**src/rtl/rgb2ycbcr_pipe_if.sv**
```systemverilog
// Pixel bus between the colour converter and its neighbours: input pixel stream,
// output pixel stream and the valid/ready handshake for each direction.
interface rgb2ycbcr_pipe_if #(
  parameter int DATA_W = 8
);
  logic [DATA_W-1:0] iR;
  logic [DATA_W-1:0] iG;
  logic [DATA_W-1:0] iB;
  logic              iMode;
  logic              iLast;
  logic              iValid;
  logic              oReady;
  logic [DATA_W-1:0] oY;
  logic [DATA_W-1:0] oCb;
  logic [DATA_W-1:0] oCr;
  logic              oLast;
  logic              oValid;
  logic              iReady;

  modport slave (
    input  iR, iG, iB, iMode, iLast, iValid, iReady,
    output oReady, oY, oCb, oCr, oLast, oValid
  );

  modport master (
    output iR, iG, iB, iMode, iLast, iValid, iReady,
    input  oReady, oY, oCb, oCr, oLast, oValid
  );
endinterface

```
**src/rtl/rgb2ycbcr_pipe.sv**
```systemverilog
// Four-stage RGB -> YCbCr (BT.601 full/studio range per pixel) converter with
// valid/ready flow control; the whole pipeline freezes while the output is stalled.
module rgb2ycbcr_pipe #(
  parameter int DATA_W = 8,
  parameter int COEF_W = 16
) (
  input logic             iClk,
  input logic             iRstN,
  rgb2ycbcr_pipe_if.slave bus
);

  localparam int ACC_W = DATA_W + 19;
  localparam int FRAC  = 14;

  typedef logic signed [COEF_W-1:0] coef_t;
  typedef logic signed [ACC_W-1:0]  acc_t;

  // Rows: full range, studio range. Columns: Y(R,G,B), Cb(R,G,B), Cr(R,G,B).
  localparam coef_t COEF [2][9] = '{
    '{coef_t'(4899),  coef_t'(9617),  coef_t'(1868),
      coef_t'(-2765), coef_t'(-5427), coef_t'(8192),
      coef_t'(8192),  coef_t'(-6860), coef_t'(-1332)},
    '{coef_t'(4207),  coef_t'(8260),  coef_t'(1604),
      coef_t'(-2428), coef_t'(-4768), coef_t'(7196),
      coef_t'(7196),  coef_t'(-6026), coef_t'(-1170)}
  };

  // Offsets are pre-shifted into the Q14 accumulator domain: 128*S and 16*S.
  localparam acc_t ROUND        = acc_t'(1) <<< (FRAC - 1);
  localparam acc_t OFF_CHROMA   = acc_t'(1) <<< (DATA_W + 13);
  localparam acc_t OFF_Y_STUDIO = acc_t'(1) <<< (DATA_W + 10);
  localparam logic [DATA_W-1:0] PIX_MAX = '1;

  function automatic acc_t mulPix(input logic [DATA_W-1:0] px, input coef_t c);
    acc_t a;
    acc_t k;
    a = $signed({{(ACC_W-DATA_W){1'b0}}, px});
    k = {{(ACC_W-COEF_W){c[COEF_W-1]}}, c};
    return a * k;
  endfunction

  function automatic acc_t offsetFor(input int ch, input logic studio);
    if (ch != 0)  return OFF_CHROMA;
    if (studio)   return OFF_Y_STUDIO;
    return '0;
  endfunction

  function automatic logic [DATA_W-1:0] satPix(input acc_t acc);
    acc_t q;
    q = acc >>> FRAC;
    if (q[ACC_W-1])                                     return '0;
    if (q > $signed({{(ACC_W-DATA_W){1'b0}}, PIX_MAX})) return PIX_MAX;
    return q[DATA_W-1:0];
  endfunction

  logic              stall;
  logic              vld_p1, vld_p2, vld_p3;
  logic [DATA_W-1:0] rgb_p1 [3];
  logic              mode_p1, last_p1;
  acc_t              prod_p2 [9];
  logic              mode_p2, last_p2;
  acc_t              sum_p3 [3];
  logic              last_p3;

  assign stall      = bus.oValid & ~bus.iReady;
  assign bus.oReady = ~stall;

  always_ff @(posedge iClk) begin
    if (!stall) begin
      // S1: capture the pixel and its sideband
      rgb_p1[0] <= bus.iR;
      rgb_p1[1] <= bus.iG;
      rgb_p1[2] <= bus.iB;
      mode_p1   <= bus.iMode;
      last_p1   <= bus.iLast;
      // S2: nine products with the pixel's own coefficient set
      for (int c = 0; c < 3; c++) begin
        for (int k = 0; k < 3; k++) begin
          prod_p2[3*c+k] <= mulPix(rgb_p1[k], COEF[mode_p1][3*c+k]);
        end
      end
      mode_p2 <= mode_p1;
      last_p2 <= last_p1;
      // S3: per-channel sum, offset and rounding constant
      for (int c = 0; c < 3; c++) begin
        sum_p3[c] <= prod_p2[3*c] + prod_p2[3*c+1] + prod_p2[3*c+2]
                     + offsetFor(c, mode_p2) + ROUND;
      end
      last_p3 <= last_p2;
    end
  end

  // S4 (output registers) and the per-stage valid chain
  always_ff @(posedge iClk or negedge iRstN) begin
    if (!iRstN) begin
      vld_p1     <= 1'b0;
      vld_p2     <= 1'b0;
      vld_p3     <= 1'b0;
      bus.oValid <= 1'b0;
      bus.oY     <= '0;
      bus.oCb    <= '0;
      bus.oCr    <= '0;
      bus.oLast  <= 1'b0;
    end else if (!stall) begin
      vld_p1     <= bus.iValid;
      vld_p2     <= vld_p1;
      vld_p3     <= vld_p2;
      bus.oValid <= vld_p3;
      bus.oY     <= satPix(sum_p3[0]);
      bus.oCb    <= satPix(sum_p3[1]);
      bus.oCr    <= satPix(sum_p3[2]);
      bus.oLast  <= last_p3;
    end
  end

endmodule

```
**src/flat_wrapper.sv**
```systemverilog
// flat-port wrapper written by rule: the top's interface ports become plain ports
module rgb2ycbcr_pipe_flat 
#(
  parameter int DATA_W = 8,
  parameter int COEF_W = 16
)
  (iClk, iRstN, bus_iR, bus_iG, bus_iB, bus_iMode, bus_iLast, bus_iValid, bus_iReady, bus_oReady, bus_oY, bus_oCb, bus_oCr, bus_oLast, bus_oValid);
  rgb2ycbcr_pipe_if #(.DATA_W(DATA_W)) bus_i ();
  input logic iClk;
  input logic iRstN;
  input wire logic [$bits(bus_i.iR)-1:0] bus_iR;
  input wire logic [$bits(bus_i.iG)-1:0] bus_iG;
  input wire logic [$bits(bus_i.iB)-1:0] bus_iB;
  input wire logic [$bits(bus_i.iMode)-1:0] bus_iMode;
  input wire logic [$bits(bus_i.iLast)-1:0] bus_iLast;
  input wire logic [$bits(bus_i.iValid)-1:0] bus_iValid;
  input wire logic [$bits(bus_i.iReady)-1:0] bus_iReady;
  output wire logic [$bits(bus_i.oReady)-1:0] bus_oReady;
  output wire logic [$bits(bus_i.oY)-1:0] bus_oY;
  output wire logic [$bits(bus_i.oCb)-1:0] bus_oCb;
  output wire logic [$bits(bus_i.oCr)-1:0] bus_oCr;
  output wire logic [$bits(bus_i.oLast)-1:0] bus_oLast;
  output wire logic [$bits(bus_i.oValid)-1:0] bus_oValid;
  assign bus_i.iR = bus_iR;
  assign bus_i.iG = bus_iG;
  assign bus_i.iB = bus_iB;
  assign bus_i.iMode = bus_iMode;
  assign bus_i.iLast = bus_iLast;
  assign bus_i.iValid = bus_iValid;
  assign bus_i.iReady = bus_iReady;
  assign bus_oReady = bus_i.oReady;
  assign bus_oY = bus_i.oY;
  assign bus_oCb = bus_i.oCb;
  assign bus_oCr = bus_i.oCr;
  assign bus_oLast = bus_i.oLast;
  assign bus_oValid = bus_i.oValid;
  rgb2ycbcr_pipe #(.DATA_W(DATA_W), .COEF_W(COEF_W)) u_core (.iClk(iClk), .iRstN(iRstN), .bus(bus_i));
endmodule
```
**config.mk**
```make
export PLATFORM = sky130hd
export DESIGN_NAME = rgb2ycbcr_pipe_flat
export DESIGN_NICKNAME = d
export VERILOG_FILES = /design/src/rtl/rgb2ycbcr_pipe_if.sv /design/src/rtl/rgb2ycbcr_pipe.sv /design/src/flat_wrapper.sv
export SDC_FILE = /design/constraint.sdc
export NUM_CORES = 2
export LEC_CHECK = 0
export CAP_MARGIN = 10
export CORE_MARGIN = 8
export CORE_UTILIZATION = 61
export CTS_BUF_LIST = sky130_fd_sc_hd__clkbuf_8
export CTS_CLUSTER_DIAMETER = 120
export CTS_CLUSTER_SIZE = 25
export DETAILED_ROUTE_END_ITERATION = 10
export MAX_ROUTING_LAYER = met4
export PLACE_DENSITY = 0.78
export SYNTH_ARGS = -nofsm -noshare
export SYNTH_HDL_FRONTEND = slang
export SYNTH_SLANG_ARGS = --single-unit
```
**constraint.sdc**
```tcl
create_clock -name iClk -period 19.1 [get_ports iClk]
set_clock_uncertainty 0.2 [all_clocks]
set_input_delay 3.82 -clock iClk [delete_from_list [all_inputs] [get_ports iClk]]
set_output_delay 3.82 -clock iClk [all_outputs]
set_load 0.01 [all_outputs]
```
# Word level (Yosys, flattened, before mapping)

Memories as Yosys holds them, arrays and structs flattened.
Index checks and enable logic that the tools add are counted.

Add/sub/neg operators: 12
$mul: 9
Magnitude comparators: 4
Mux-type cells: 43
Bitwise gates (word level): 4

Operators with widths:

| cell                                                 | number |
|---|---|
| two-way mux 144 bit                                  | 2 |
| adder 27 bit                                         | 9 |
| multiplier 9 x 16 -> 25 bit                          | 9 |
| two-way mux 138 bit                                  | 1 |
| two-way mux 27 bit                                   | 5 |
| two-way mux 8 bit                                    | 12 |
| adder 27 x 15 -> 27 bit (second input constant)      | 3 |
| two-way mux 22 bit                                   | 2 |
| > comparator 13 x 9 -> 1 bit (second input constant) | 3 |
| two-way mux 1 bit                                    | 21 |
| >= comparator 2 bit (second input constant)          | 1 |
| NOT 1 bit                                            | 2 |
| NOT 1 -> 2 bit                                       | 1 |
| AND 1 bit                                            | 1 |

Bits in registers: 34
RAM bits: 348
Bits of input ports: 30
Output and inout port bits: 27
Word-level logic and storage cells: 88
Memories: 3

Memory list:

| memory         | depth | width | read ports | clocked after memory_dff | wr ports | RTL line             | RTL |
|---|---|---|---|---|---|---|---|
| u_core.prod_p2 | 9     | 27    | 9          | 0                        | 9        | rgb2ycbcr_pipe.sv:60 | `acc_t prod_p2 [9];` |
| u_core.sum_p3  | 3     | 27    | 3          | 0                        | 3        | rgb2ycbcr_pipe.sv:62 | `acc_t sum_p3 [3];` |
| u_core.rgb_p1  | 3     | 8     | 3          | 0                        | 3        | rgb2ycbcr_pipe.sv:58 | `logic [DATA_W-1:0] rgb_p1 [3];` |

# Logic depth before layout (Yosys ltp)

Depth in word-level cells: 10
Mapped depth: 22
Mapped depth without buffers: 19

# Worst setup path before layout

OpenSTA, ideal clock, no wires.

Kind: input to output
Start: input bus_iReady
End: output bus_oReady
Arrival time: 11676 ps
Required time: 15080 ps
Setup slack: 3404 ps
Cell stages on the path: 3
Buffers on the path: 2
Cells stage by stage: nand2b_1 > clkbuf_1 > clkbuf_1

Longest elaborated chain between the ends: 3

RTL lines:

| item            | RTL line             | RTL |
|---|---|---|
| start, declared | flat_wrapper.sv:17   | `input wire logic [$bits(bus_i.iReady)-1:0] bus_iReady;` |
| NOT 1 bit       | rgb2ycbcr_pipe.sv:65 | `assign stall = bus.oValid & ~bus.iReady;` |
| AND 1 bit       | rgb2ycbcr_pipe.sv:65 |  |
| NOT 1 bit       | rgb2ycbcr_pipe.sv:66 | `assign bus.oReady = ~stall;` |
| end, declared   | flat_wrapper.sv:18   | `output wire logic [$bits(bus_i.oReady)-1:0] bus_oReady;` |

Every way passes these cells.

# Final worst setup path

Ends and elaborated chain as after synthesis.

==> flow_summary.ini <==
[worst_setup_path]
r2r_slack_ps = 12490
rr_startpoint = u_core.mode_p1$_DFFE_PN_
cp_num_buf_inv = 2
path_cells = clkdlybuf4s50_1, nand2b_4, clkdlybuf4s50_1
critical-path-max-stage-delay_ps = 620
cp-end-kind = output pin
cp_max_fo = 13
critPathKind = in2out
cpLargestDelayFamily = buffers and inverters
crit_top_cell = clkdlybuf4s50_1
slowest_stage = clkdlybuf4s50_1
cp.arrival_ps = 5230
crit_required_ps = 15080
worstSetupStartpointType = input port
critPathLaunch = bus_iReady

[placement]
finalWeightedCongestion = 0.970
dp_hpwl_mm = 69.0
port_buffers = 56

[layout]
final_cell_mix = inv_1, ha_1, fa_1
layout-drive-gt1-share_pct = 1.51
syn_to_final_growth_pct = 5.39
final_util_pct = 64.9
nets = 4296
final_common_cell = inv_1

[sta]
drv_slew = 0
fin_crit_sh_pct = 48.4
hold_viol = 0
whs_ps = 240
max_freq_ghz = 0.108
tightest_slew_ps = 1100
rsz0062_at_grt = false
setup_viol_count_final = 0
min_period_ps = 9250
tns_ps = 0
relSlewSlack_pct = 26.9

[logic_synthesis]
synthXorXnorAreaFrac_pct = 4.81
synth_top_family_by_area = adder cells
synth_area_per_cell_um2 = 10.5
syn_area_um2 = 33900
synth.area.mux_share_pct = 0.163
synth_async_sr_flop_share_pct = 9.83
synthCells = 3222
synth_edf_count = 266
synth-adder-area-share_pct = 44.2
yosys.area_share.simple_pct = 6.37
yosysSeqAreaShare_pct = 25.7
ys_seq_elements = 295
synth_compound_area_share_pct = 9.87
yosysWarnings = 0
synth.distinct_cells = 69
synthFlopType = edfxtp_1

[clocking]
ctsResizeCount = 0
cts_max_level = 1
cts-root-buf = clkbuf_8
hold_buffers = 0
clk_pin_slew_ps = 140
clk_latency_ps = 610
tritoncts = done
clockBufferDepth = 3
numCtsBuffers = 16
cts_setup_buffers = 0
cts_sinks = 295

[global_route]
track_usage_pct = 26.8
grt_max_degree = 99
grt-ovfl-total = 0
grt_first_pass_wirelength_mm = 129
antenna_found_initial = 4
grt_pass1_vias = 23900

[drt]
drc = 0
vias = 22500
wirelength_mm = 81.1
vias_per_cell = 5.54
drt_pass1_iterations = 5
drtAntennaViolNets = 0
wl_per_cell_um = 20.0
drt_iter0_markers = 1286

[status]
outcome = finished clean

[worst_hold_path]
min_from = u_core.last_p1$_DFFE_PN_
hp-class = reg2reg

[flow_run]
max-cap-violations = 0

[floorplan]
die_x_um = 252
dieHeight_um = 252
pin_count = 57
row_count = 86
start_util_pct = 61.6
dieArea_um2 = 63300
core_um2 = 55000
-- flip-flops by register name, summed over array words and instances, names as in the netlist, 8 cells and up --
register	cells
u_core.bus.oCb	8
u_core.bus.oCr	8
u_core.bus.oY	8
u_core.prod_p2	201
u_core.rgb_p1	24
u_core.sum_p3	36
-- synthesized netlist by cell type (5+ instances only) --
master / count / area (um^2)
a21oi_1: 158 / 791
or4_1: 7 / 52.6
o211ai_1: 8 / 60.1
ha_1: 600 / 7510
nand2b_1: 48 / 300
clkbuf_1: 44 / 165
o21bai_1: 38 / 285
dfrtp_1: 29 / 726
edfxtp_1: 266 / 7990
xnor2_1: 123 / 1080
a31oi_1: 12 / 75.1
xor2_1: 63 / 552
nor4_1: 5 / 31.3
nand2_1: 121 / 454
nand4_1: 13 / 81.3
and2_1: 13 / 81.3
and3_1: 17 / 106
nor2b_1: 21 / 131
or3_1: 7 / 43.8
a21boi_0: 5 / 37.5
o31a_1: 5 / 43.8
o41a_1: 5 / 56.3
o22ai_1: 5 / 31.3
o22a_1: 8 / 70.1
o31ai_1: 13 / 97.6
nor2_1: 138 / 518
a21o_1: 77 / 578
a211oi_1: 14 / 105
a2111oi_0: 6 / 52.6
o21a_1: 28 / 210
inv_1: 751 / 2820
nand3_1: 28 / 140
fa_1: 373 / 7470
o21ai_0: 79 / 395
or2_2: 11 / 68.8
nor3_1: 12 / 60.1
-- final timing paths --
kind                                                   endpoint  depth (start not counted)
worst max-delay path                                 bus_oReady                          3
worst min-delay path                   u_core.last_p2$_DFFE_PN_                          0
worst max register to register  u_core.prod_p2[0][19]$_DFFE_PN_                         18
worst min register to register         u_core.last_p2$_DFFE_PN_                          0
max in group asynchronous          u_core.bus.oY[1]$_DFFE_PN0N_                          1
min in group asynchronous         u_core.bus.oValid$_DFFE_PN0N_                          1
-- layout make-up --
class	count	area, um^2
Clock buffer	19	262
Clock inverter	9	53.8
Sequential cell	295	8710
Timing Repair Buffer	61	593
Multi-Input combinational cell	2168	22300
Tap cell	748	936
Antenna cell	2	5.00
Fill cell	4342	19300
Inverter	751	2820
-- routing by layer --
layer  part of all wire, %  vias to the layer above  global-route usage (%)
li1                      -                    10700                       -
met1                    44                    11100                    35.0
met2                    48                      508                    44.9
met3                   4.5                       96                    2.50
met4                   3.1                        0                    7.30
met5                     0                        -                       -
-- per-stage QoR --
stage | instance area (um^2) | worst slack [ps] | std cells
after floorplan | 34000 | 3400 | 3260
after global placement | 35400 | 9830 | 4023
after detailed placement | 35400 | 9810 | 4023
after CTS | 35700 | 9810 | 4051
after global routing | 35700 | 9800 | 4053
final | 35700 | 9850 | 4053
-- cell families after synthesis --
logic type | after synthesis
buffers and inverters | 797
AND/OR/NAND/NOR | 452
adder cells (fa/ha/maj) | 973
AO/OA/AOI/OAI | 512
other | 2
flip-flops | 295
XOR/XNOR | 186
multiplexers | 5
Power is left out: the tool's default activity adds up to more than one toggle a clock period on the data nets, which glitch-free logic cannot reach.
